File: config.mk
export PLATFORM = sky130hd
export DESIGN_NAME = uart_rx_fifo
export DESIGN_NICKNAME = d
export VERILOG_FILES = /design/src/rtl/uart_pkg.sv /design/src/rtl/uart_fifo.sv /design/src/rtl/uart_rx_fifo.sv
export SDC_FILE = /design/constraint.sdc
export NUM_CORES = 1
export LEC_CHECK = 0
export CAP_MARGIN = 0
export CORE_MARGIN = 5
export CORE_UTILIZATION = 50
export DETAILED_ROUTE_END_ITERATION = 16
export PLACE_DENSITY_LB_ADDON = 0.12
export SYNTH_ARGS = -nofsm -noshare
export SYNTH_HDL_FRONTEND = slang
export SYNTH_HIERARCHICAL = 1
export SYNTH_SLANG_ARGS = --single-unit
File: constraint.sdc
create_clock -name clk_in -period 2.6 [get_ports clk_in]
set_input_delay 0.52 -clock clk_in [delete_from_list [all_inputs] [get_ports clk_in]]
set_output_delay 0.52 -clock clk_in [all_outputs]
set_load 0.05 [all_outputs]
File: src/rtl/uart_pkg.sv
// Shared types for the oversampled UART receiver: config encodings, FSM states
// and the FIFO entry layout.
package uart_pkg;

    typedef enum logic [1:0] {
        DNUM_5 = 2'b00,
        DNUM_6 = 2'b01,
        DNUM_7 = 2'b10,
        DNUM_8 = 2'b11
    } dnum_e;

    typedef enum logic [1:0] {
        PAR_NONE     = 2'b00,
        PAR_EVEN     = 2'b01,
        PAR_ODD      = 2'b10,
        PAR_NONE_ALT = 2'b11
    } parity_e;

    typedef enum logic [2:0] {
        ST_IDLE,
        ST_START,
        ST_DATA,
        ST_PARITY,
        ST_STOP,
        ST_PUSH,
        ST_BREAK
    } state_e;

    typedef struct packed {
        logic       parity_err;
        logic       frame_err;
        logic [7:0] data;
    } rx_entry_t;

    localparam int ENTRY_W = $bits(rx_entry_t);

    // Index of the final data bit: 4 for 5-bit frames up to 7 for 8-bit frames.
    function automatic logic [2:0] last_bit_idx(input dnum_e d);
        return 3'd4 + {1'b0, d};
    endfunction

    function automatic logic parity_enabled(input parity_e p);
        return (p == PAR_EVEN) || (p == PAR_ODD);
    endfunction

endpackage

File: src/rtl/uart_fifo.sv
// First-word-fall-through FIFO; pointers carry one extra wrap bit so full and
// empty are distinguishable. A pop frees a slot for a push in the same cycle.
module uart_fifo #(
    parameter  int DEPTH = 8,
    parameter  int WIDTH = 10,
    localparam int AW    = $clog2(DEPTH)
) (
    input  logic             clk_in,
    input  logic             n_reset_in,
    input  logic             push_i,
    input  logic [WIDTH-1:0] wdata_i,
    input  logic             pop_i,
    output logic [WIDTH-1:0] rdata_o,
    output logic             full_o,
    output logic             empty_o,
    output logic [AW:0]      level_o
);

    logic [WIDTH-1:0] mem_q [DEPTH];
    logic [AW:0]      wr_ptr_q, wr_ptr_d;
    logic [AW:0]      rd_ptr_q, rd_ptr_d;
    logic             do_push, do_pop;

    assign empty_o = (wr_ptr_q == rd_ptr_q);
    assign full_o  = (wr_ptr_q[AW] != rd_ptr_q[AW]) &&
                     (wr_ptr_q[AW-1:0] == rd_ptr_q[AW-1:0]);
    assign do_pop  = pop_i && !empty_o;
    assign do_push = push_i && (!full_o || do_pop);

    assign wr_ptr_d = do_push ? wr_ptr_q + 1'b1 : wr_ptr_q;
    assign rd_ptr_d = do_pop  ? rd_ptr_q + 1'b1 : rd_ptr_q;

    always_ff @(posedge clk_in or negedge n_reset_in) begin
        if (!n_reset_in) begin
            wr_ptr_q <= '0;
            rd_ptr_q <= '0;
        end else begin
            wr_ptr_q <= wr_ptr_d;
            rd_ptr_q <= rd_ptr_d;
        end
    end

    always_ff @(posedge clk_in) begin
        if (do_push) mem_q[wr_ptr_q[AW-1:0]] <= wdata_i;
    end

    assign rdata_o = mem_q[rd_ptr_q[AW-1:0]];
    assign level_o = wr_ptr_q - rd_ptr_q;

endmodule

File: src/rtl/uart_rx_fifo.sv
// Oversampled UART receiver (5-8 data bits, parity, 1/2 stop) feeding a FWFT FIFO.
// Optional UART_RX_BREAK_DETECT_EN adds break_out and suppresses pushing break frames.
module uart_rx_fifo
    import uart_pkg::*;
#(
    parameter int OVERSAMPLE = 16,
    parameter int FIFO_DEPTH = 8,
    parameter int DIV_W      = 16,
    parameter int LVL_W      = $clog2(FIFO_DEPTH) + 1
) (
    input  logic             clk_in,
    input  logic             n_reset_in,
    input  logic             enable_in,
    input  logic             rx_in,
    input  logic [DIV_W-1:0] clk_div_in,
    input  logic [1:0]       d_num_in,
    input  logic [1:0]       parity_in,
    input  logic             s_num_in,
    input  logic             n_rd_in,
    output logic [7:0]       data_out,
    output logic             parity_error_out,
    output logic             frame_error_out,
    output logic             overrun_error_out,
    output logic             rx_rdy_out,
    output logic [LVL_W-1:0] fifo_level_out
`ifdef UART_RX_BREAK_DETECT_EN
    ,
    output logic             break_out
`endif
);

    localparam int SW  = $clog2(OVERSAMPLE);
    localparam int MID = OVERSAMPLE / 2;
    localparam int AW  = $clog2(FIFO_DEPTH);

    state_e           state_q, state_d;
    logic             rx_s1_q, rx_s2_q, rx_prev_q;
    logic [DIV_W-1:0] div_cnt_q, div_cnt_d, div_eff;
    logic [SW-1:0]    samp_q, samp_d;
    logic [2:0]       bit_cnt_q, bit_cnt_d;
    logic [7:0]       shift_q, shift_d;
    logic [1:0]       smp_q, smp_d;
    logic             perr_q, perr_d, ferr_q, ferr_d;
    dnum_e            dnum_q, dnum_d;
    parity_e          par_q, par_d;
    logic             stop2_q, stop2_d;
    logic             overrun_q, overrun_d;
    logic             tick, maj, sample_now, bit_end, push, is_break;
    rx_entry_t        wentry, head;
    logic [ENTRY_W-1:0] rdata;
    logic             fifo_full, fifo_empty, pop_ok;
    logic [AW:0]      fifo_lvl;

`ifdef UART_RX_BREAK_DETECT_EN
    logic             pbit_q, pbit_d, brk_q, brk_d;
    assign is_break = (shift_q == '0) && !maj && !(parity_enabled(par_q) && pbit_q);
    assign break_out = brk_q;
`else
    assign is_break = 1'b0;
`endif

    assign div_eff    = (clk_div_in == '0) ? DIV_W'(1) : clk_div_in;
    assign tick       = (state_q != ST_IDLE) && (div_cnt_q >= div_eff - 1'b1);
    assign maj        = (smp_q[0] & smp_q[1]) | (smp_q[0] & rx_s2_q) | (smp_q[1] & rx_s2_q);
    assign sample_now = tick && (samp_q == SW'(MID + 1));
    assign bit_end    = tick && (samp_q == SW'(OVERSAMPLE - 1));

    always_comb begin
        state_d   = state_q;
        div_cnt_d = div_cnt_q;
        samp_d    = samp_q;
        bit_cnt_d = bit_cnt_q;
        shift_d   = shift_q;
        smp_d     = smp_q;
        perr_d    = perr_q;
        ferr_d    = ferr_q;
        dnum_d    = dnum_q;
        par_d     = par_q;
        stop2_d   = stop2_q;
        push      = 1'b0;
`ifdef UART_RX_BREAK_DETECT_EN
        pbit_d    = pbit_q;
        brk_d     = 1'b0;
`endif
        if (state_q != ST_IDLE) begin
            div_cnt_d = tick ? '0 : div_cnt_q + 1'b1;
            if (tick) samp_d = (samp_q == SW'(OVERSAMPLE - 1)) ? '0 : samp_q + 1'b1;
            if (tick && samp_q == SW'(MID - 1)) smp_d[0] = rx_s2_q;
            if (tick && samp_q == SW'(MID))     smp_d[1] = rx_s2_q;
        end
        case (state_q)
            ST_IDLE: begin
                if (enable_in && rx_prev_q && !rx_s2_q) begin
                    state_d   = ST_START;
                    div_cnt_d = '0;
                    samp_d    = '0;
                    bit_cnt_d = '0;
                    shift_d   = '0;
                    perr_d    = 1'b0;
                    ferr_d    = 1'b0;
                    dnum_d    = dnum_e'(d_num_in);
                    par_d     = parity_e'(parity_in);
                    stop2_d   = s_num_in;
                end
            end
            ST_START: begin
                if (tick && samp_q == SW'(MID) && rx_s2_q) state_d = ST_IDLE;
                else if (bit_end)                          state_d = ST_DATA;
            end
            ST_DATA: begin
                if (sample_now) shift_d[bit_cnt_q] = maj;
                if (bit_end) begin
                    if (bit_cnt_q == last_bit_idx(dnum_q)) begin
                        bit_cnt_d = '0;
                        state_d   = parity_enabled(par_q) ? ST_PARITY : ST_STOP;
                    end else begin
                        bit_cnt_d = bit_cnt_q + 1'b1;
                    end
                end
            end
            ST_PARITY: begin
                if (sample_now) begin
                    perr_d = (^shift_q) ^ maj ^ (par_q == PAR_ODD);
`ifdef UART_RX_BREAK_DETECT_EN
                    pbit_d = maj;
`endif
                end
                if (bit_end) state_d = ST_STOP;
            end
            ST_STOP: begin
                // Leave at the last stop sample so a back-to-back start edge is not missed.
                if (sample_now) begin
                    ferr_d = ferr_q | ~maj;
                    if (bit_cnt_q == 3'd0 && is_break) begin
`ifdef UART_RX_BREAK_DETECT_EN
                        brk_d   = 1'b1;
`endif
                        state_d = ST_BREAK;
                    end else if (bit_cnt_q == {2'b00, stop2_q}) begin
                        state_d = ST_PUSH;
                    end
                end else if (bit_end) begin
                    bit_cnt_d = bit_cnt_q + 1'b1;
                end
            end
            ST_PUSH: begin
                push    = enable_in;
                state_d = ST_IDLE;
            end
            ST_BREAK: begin
                if (rx_s2_q) state_d = ST_IDLE;
            end
            default: state_d = ST_IDLE;
        endcase
        if (!enable_in) state_d = ST_IDLE;
    end

    assign pop_ok = !n_rd_in && !fifo_empty;

    always_comb begin
        overrun_d = overrun_q;
        if (pop_ok)                 overrun_d = 1'b0;
        else if (push && fifo_full) overrun_d = 1'b1;
    end

    always_ff @(posedge clk_in or negedge n_reset_in) begin
        if (!n_reset_in) begin
            state_q   <= ST_IDLE;
            rx_s1_q   <= 1'b1;
            rx_s2_q   <= 1'b1;
            rx_prev_q <= 1'b1;
            div_cnt_q <= '0;
            samp_q    <= '0;
            bit_cnt_q <= '0;
            shift_q   <= '0;
            smp_q     <= '0;
            perr_q    <= 1'b0;
            ferr_q    <= 1'b0;
            dnum_q    <= DNUM_5;
            par_q     <= PAR_NONE;
            stop2_q   <= 1'b0;
            overrun_q <= 1'b0;
`ifdef UART_RX_BREAK_DETECT_EN
            pbit_q    <= 1'b0;
            brk_q     <= 1'b0;
`endif
        end else begin
            state_q   <= state_d;
            rx_s1_q   <= rx_in;
            rx_s2_q   <= rx_s1_q;
            rx_prev_q <= rx_s2_q;
            div_cnt_q <= div_cnt_d;
            samp_q    <= samp_d;
            bit_cnt_q <= bit_cnt_d;
            shift_q   <= shift_d;
            smp_q     <= smp_d;
            perr_q    <= perr_d;
            ferr_q    <= ferr_d;
            dnum_q    <= dnum_d;
            par_q     <= par_d;
            stop2_q   <= stop2_d;
            overrun_q <= overrun_d;
`ifdef UART_RX_BREAK_DETECT_EN
            pbit_q    <= pbit_d;
            brk_q     <= brk_d;
`endif
        end
    end

    assign wentry.parity_err = perr_q;
    assign wentry.frame_err  = ferr_q;
    assign wentry.data       = shift_q;

    uart_fifo #(
        .DEPTH (FIFO_DEPTH),
        .WIDTH (ENTRY_W)
    ) u_fifo (
        .clk_in     (clk_in),
        .n_reset_in (n_reset_in),
        .push_i     (push),
        .wdata_i    (wentry),
        .pop_i      (!n_rd_in),
        .rdata_o    (rdata),
        .full_o     (fifo_full),
        .empty_o    (fifo_empty),
        .level_o    (fifo_lvl)
    );

    assign head              = rx_entry_t'(rdata);
    assign data_out          = fifo_empty ? 8'h00 : head.data;
    assign parity_error_out  = !fifo_empty && head.parity_err;
    assign frame_error_out   = !fifo_empty && head.frame_err;
    assign rx_rdy_out        = !fifo_empty;
    assign overrun_error_out = overrun_q;
    assign fifo_level_out    = LVL_W'(fifo_lvl);

endmodule

==> impl_metrics.csv <==
group,metric,value,unit
floorplan,core,13240,sq um
route,initialDrtViolationCount,283,
route,drcViolationCount,0,
sta,clock.fmax,269.8,MHz
critical_path,required,2900,ps
clocking,hold_buffers,0,
outcome,run_status,"finished, violations left",
floorplan,die_area,15950,sq um
power_and_ir_drop,switchingPower,2.887,mW
route,viasPerCell,5.505,
floorplan,io_pins,42,
clocking,cts_buffers,17,
sta,skew,8.829,ps
clocking,root_buffer,"clkbuf_16",
synthesis,synth_warnings,6,
placed_design,dp_hpwl,9.930,mm
clocking,insertion_delay,420,ps
floorplan,die_w,126.3,um
synthesis,syn_area,6760,sq um
route,wl,15.00,mm
synthesis,async_flop_share,40.74,%
layout,nFillCells,965,
grt,grt_max_degree,34,
sta,finalMaxSlewViolations,0,
power_and_ir_drop,power_density,905.0,nW/um^2
route,detail-route-antenna-nets,0,
floorplan,fp-row-count,42,
layout,instances_no_fill,860,
layout,final_cell_mix,"edfxtp_1, nand2_1, buf_4, dfrtp_1, nor2_1",
synthesis,avgSynthCellArea,12.18,sq um
clocking,cts_buffer_depth,2,
grt,grt_pass1_wl,24.07,mm
synthesis,postSynthCellCount,555,
route,dr.pass1.iters,5,
sta,setup_slack,-1107,ps
critical_path,rrSetupSlack,210,ps
placed_design,place_area,7890,sq um
critical_path,cp_top_family,"simple AND/OR/NAND/NOR gates",
layout,utilization,67.87,%
grt,grt_pass1_vias,4839,
sta,rsz0062_at_grt,"yes",
hold_path,hold_class,"input port to asynchronous set/reset pin",
critical_path,end_kind,"flop",
power_and_ir_drop,clock_power_share,27.5,%
synthesis,synth_enable_flop_cells,80,
critical_path,cp.arrival,4010,ps
placed_design,preCtsSetupSlack,-1839,ps
sta,hold_viol_final,0,
outcome,violations,"setup timing",
power_and_ir_drop,pwr-share-seq,32.0,%
layout,drive_gt1_share,34.06,%
layout,antenna_cells,0,
power_and_ir_drop,internal_power,5.247,mW
floorplan,die_h,126.3,um
layout,fin_area,8987,sq um
sta,finalCritPeriodShare,142.6,%
layout,nets,726,
critical_path,crit_path_start_kind,"input port",
synthesis,synth_flop_cell,"edfxtp_1",
synthesis,syn_nets,610,
synthesis,synth_seq_cells,135,
layout,area_growth,32.94,%
power_and_ir_drop,ir_drop,0.0005332,V
clocking,clk_transition_reported_paths,60,ps
critical_path,cpPeakStageDelay,520,ps
clocking,cts_tree,"built",
critical_path,worstPathCellList,"buf_6, or4_4, or3_4, nor3_4, a21oi_2, ha_2, nand2b_4, nor4_4, xnor2_1, ha_1, nand4_1, nor4_4, a32oi_4, a21oi_4, or2_4, clkbuf_16, nor2_2",
grt,grt.overflow.total,0,
sta,worst_pin_slew,609.7,ps
sta,setup-violations-final,39,
sta,relSlewSlack,59.04,%
placed_design,place_congestion,0.8682,
critical_path,path_common_cell,"nor4_4",
floorplan,initial_core_util,51.05,%
route,detail_route.wl_per_cell,17.45,um
critical_path,crit_slowest_cell,"or4_4",
clocking,cts.htree.levels,4,
flow_run,cap_violations,0,
layout,final_common_cell,"edfxtp_1",
synthesis,yosysSeqAreaShare,55.95,%
clocking,clock_sinks,135,
placed_design,dp.cells,806,
power_and_ir_drop,p_comb_share,40.5,%
critical_path,cp_max_fo,7,
power_and_ir_drop,sw_frac_of_total,35.49,%
grt,grt_usage,18.99,%
critical_path,cp_num_buf_inv,2,
route,vias,4734,
synthesis,yosysUniqueCellTypes,59,
placed_design,io_buffers,41,
sta,min_period,3707,ps
critical_path,path_class,"input port to flop",
power_and_ir_drop,p_leak,3.707,nW
grt,antenna_found_initial,0,
[metrics by stage]
step | hold slack (ps) | setup TNS, ps | total power [mW]
floorplan | 224.4 | -41950 | 4.562
CTS | 92.82 | -41780 | 7.836
global placement | 348.1 | -63120 | 5.434
detailed placement | 347.0 | -65980 | 5.481
global route | 115.8 | -46800 | 8.530
finish | 85.70 | -39920 | 8.134
[power groups by stage]
| stage | Combinational (mW) | Sequential [mW] | Clock [mW] |
|---|---|---|---|
| 4_1_cts | 2.98 | 2.59 | 2.27 |
| 5_1_grt | 3.52 | 2.63 | 2.38 |
| 3_5_place_dp | 2.86 | 2.62 | 0 |
| 6_report | 3.29 | 2.61 | 2.24 |
| 3_3_place_gp | 2.82 | 2.61 | 0 |
| 2_1_floorplan | 2.01 | 2.56 | 0 |
[kinds of logic (layout without fill, tap and decap cells)]
group / after synthesis / after routing / synth area share, %
mux: 31 / 31 / 8.532
fa+ha+maj: 30 / 30 / 5.627
xor+xnor: 49 / 49 / 6.348
flops: 135 / 135 / 55.95
buf+inv: 40 / 169 / 2.369
simple gates: 202 / 202 / 14.10
compound gates: 68 / 68 / 7.070
[worst register-to-register path: cells and delay by family (launching register included)]
family                     cells  cell delay, ps
AOI/OAI and AO/OA              3            1010
adders and majority gates      1             270
buffers and inverters          1              50
DFF                            1             340
muxes                          1             330
and+or+nand+nor                2             290
[sequential cells by signal, indices dropped and copies added, names as in the netlist]
signal / count
smp_q: 2
stop2_q: 1
bit_cnt_q: 3
perr_q: 1
ferr_q: 1
rx_prev_q: 1
overrun_error_out: 1
u_fifo/rd_ptr_q: 4
u_fifo/mem_q: 80
dnum_q: 2
samp_q: 4
rx_s1_q: 1
shift_q: 8
u_fifo/wr_ptr_q: 4
div_cnt_q: 16
rx_s2_q: 1
par_q: 2
state_q: 3
[layout make-up]
type                       instances  area (sq um)  area share, %
clock buffer                      18         429.2          4.775
inverter                          21         78.83         0.8771
tap                              176         220.2          2.450
multi-input combinational        380          3178          35.36
clock inverter                    14         125.1          1.392
sequential                       135          3787          42.14
timing repair buffer             116          1169          13.00
[layer usage]
layer | track usage, % | up-vias | routed length (um)
li1 | - | 2269 | -
met1 | 23.47 | 2362 | 6314
met2 | 32.43 | 84 | 7922
met3 | 4.064 | 19 | 502
met4 | 7.886 | 0 | 264
met5 | 0 | - | 0
[synth_stat cells (4+ instances only)]
library cell  count  share of area, %
edfxtp_1         80                36
xor2_1           21               2.7
nand3_1          18               1.3
dfrtp_1          52                19
a21o_1            4              0.44
xnor2_1          28               3.6
a22o_1            7              0.91
ha_1             28               5.2
a31oi_1           4              0.37
o2bb2ai_1         4              0.52
clkbuf_1         11              0.61
o22ai_1           6              0.56
nor2b_1          14               1.3
nand2_1          67               3.7
o31ai_1           4              0.44
mux4_2           20               6.7
nor4_1            5              0.46
mux2_2            5              0.83
or3_1             5              0.46
nand4_1           8              0.74
inv_1            21               1.2
nor2_1           47               2.6
mux2_1            4              0.67
and3_1            8              0.74
nor3_1           15               1.1
a21oi_1          14               1.0
o21ai_0           8              0.59
buf_2             5              0.37
[repair_timing]
item	in CTS	in global routing
setup buffers	9	9
gates resized for setup	65	56
endpoints found under the setup margin	50	50
pin swaps	30	25
cloned	1	3
[final timing paths]
kind | startpoint | endpoint | cells after the start
hold / removal | n_reset_in | div_cnt_q[6]$_DFF_PN0_ | 1
min in group clk_in | rx_s1_q$_DFF_PN1_ | rx_s2_q$_DFF_PN1_ | 0
hold reg to reg | rx_s1_q$_DFF_PN1_ | rx_s2_q$_DFF_PN1_ | 0
max in group asynchronous | n_reset_in | u_fifo/wr_ptr_q[0]$_DFFE_PN0P_ | 2
setup / recovery | clk_div_in[12] | div_cnt_q[13]$_DFF_PN0_ | 17
setup reg to reg | div_cnt_q[0]$_DFF_PN0_ | bit_cnt_q[1]$_DFFE_PN0P_ | 8
(Power assumes the default switching activity.)
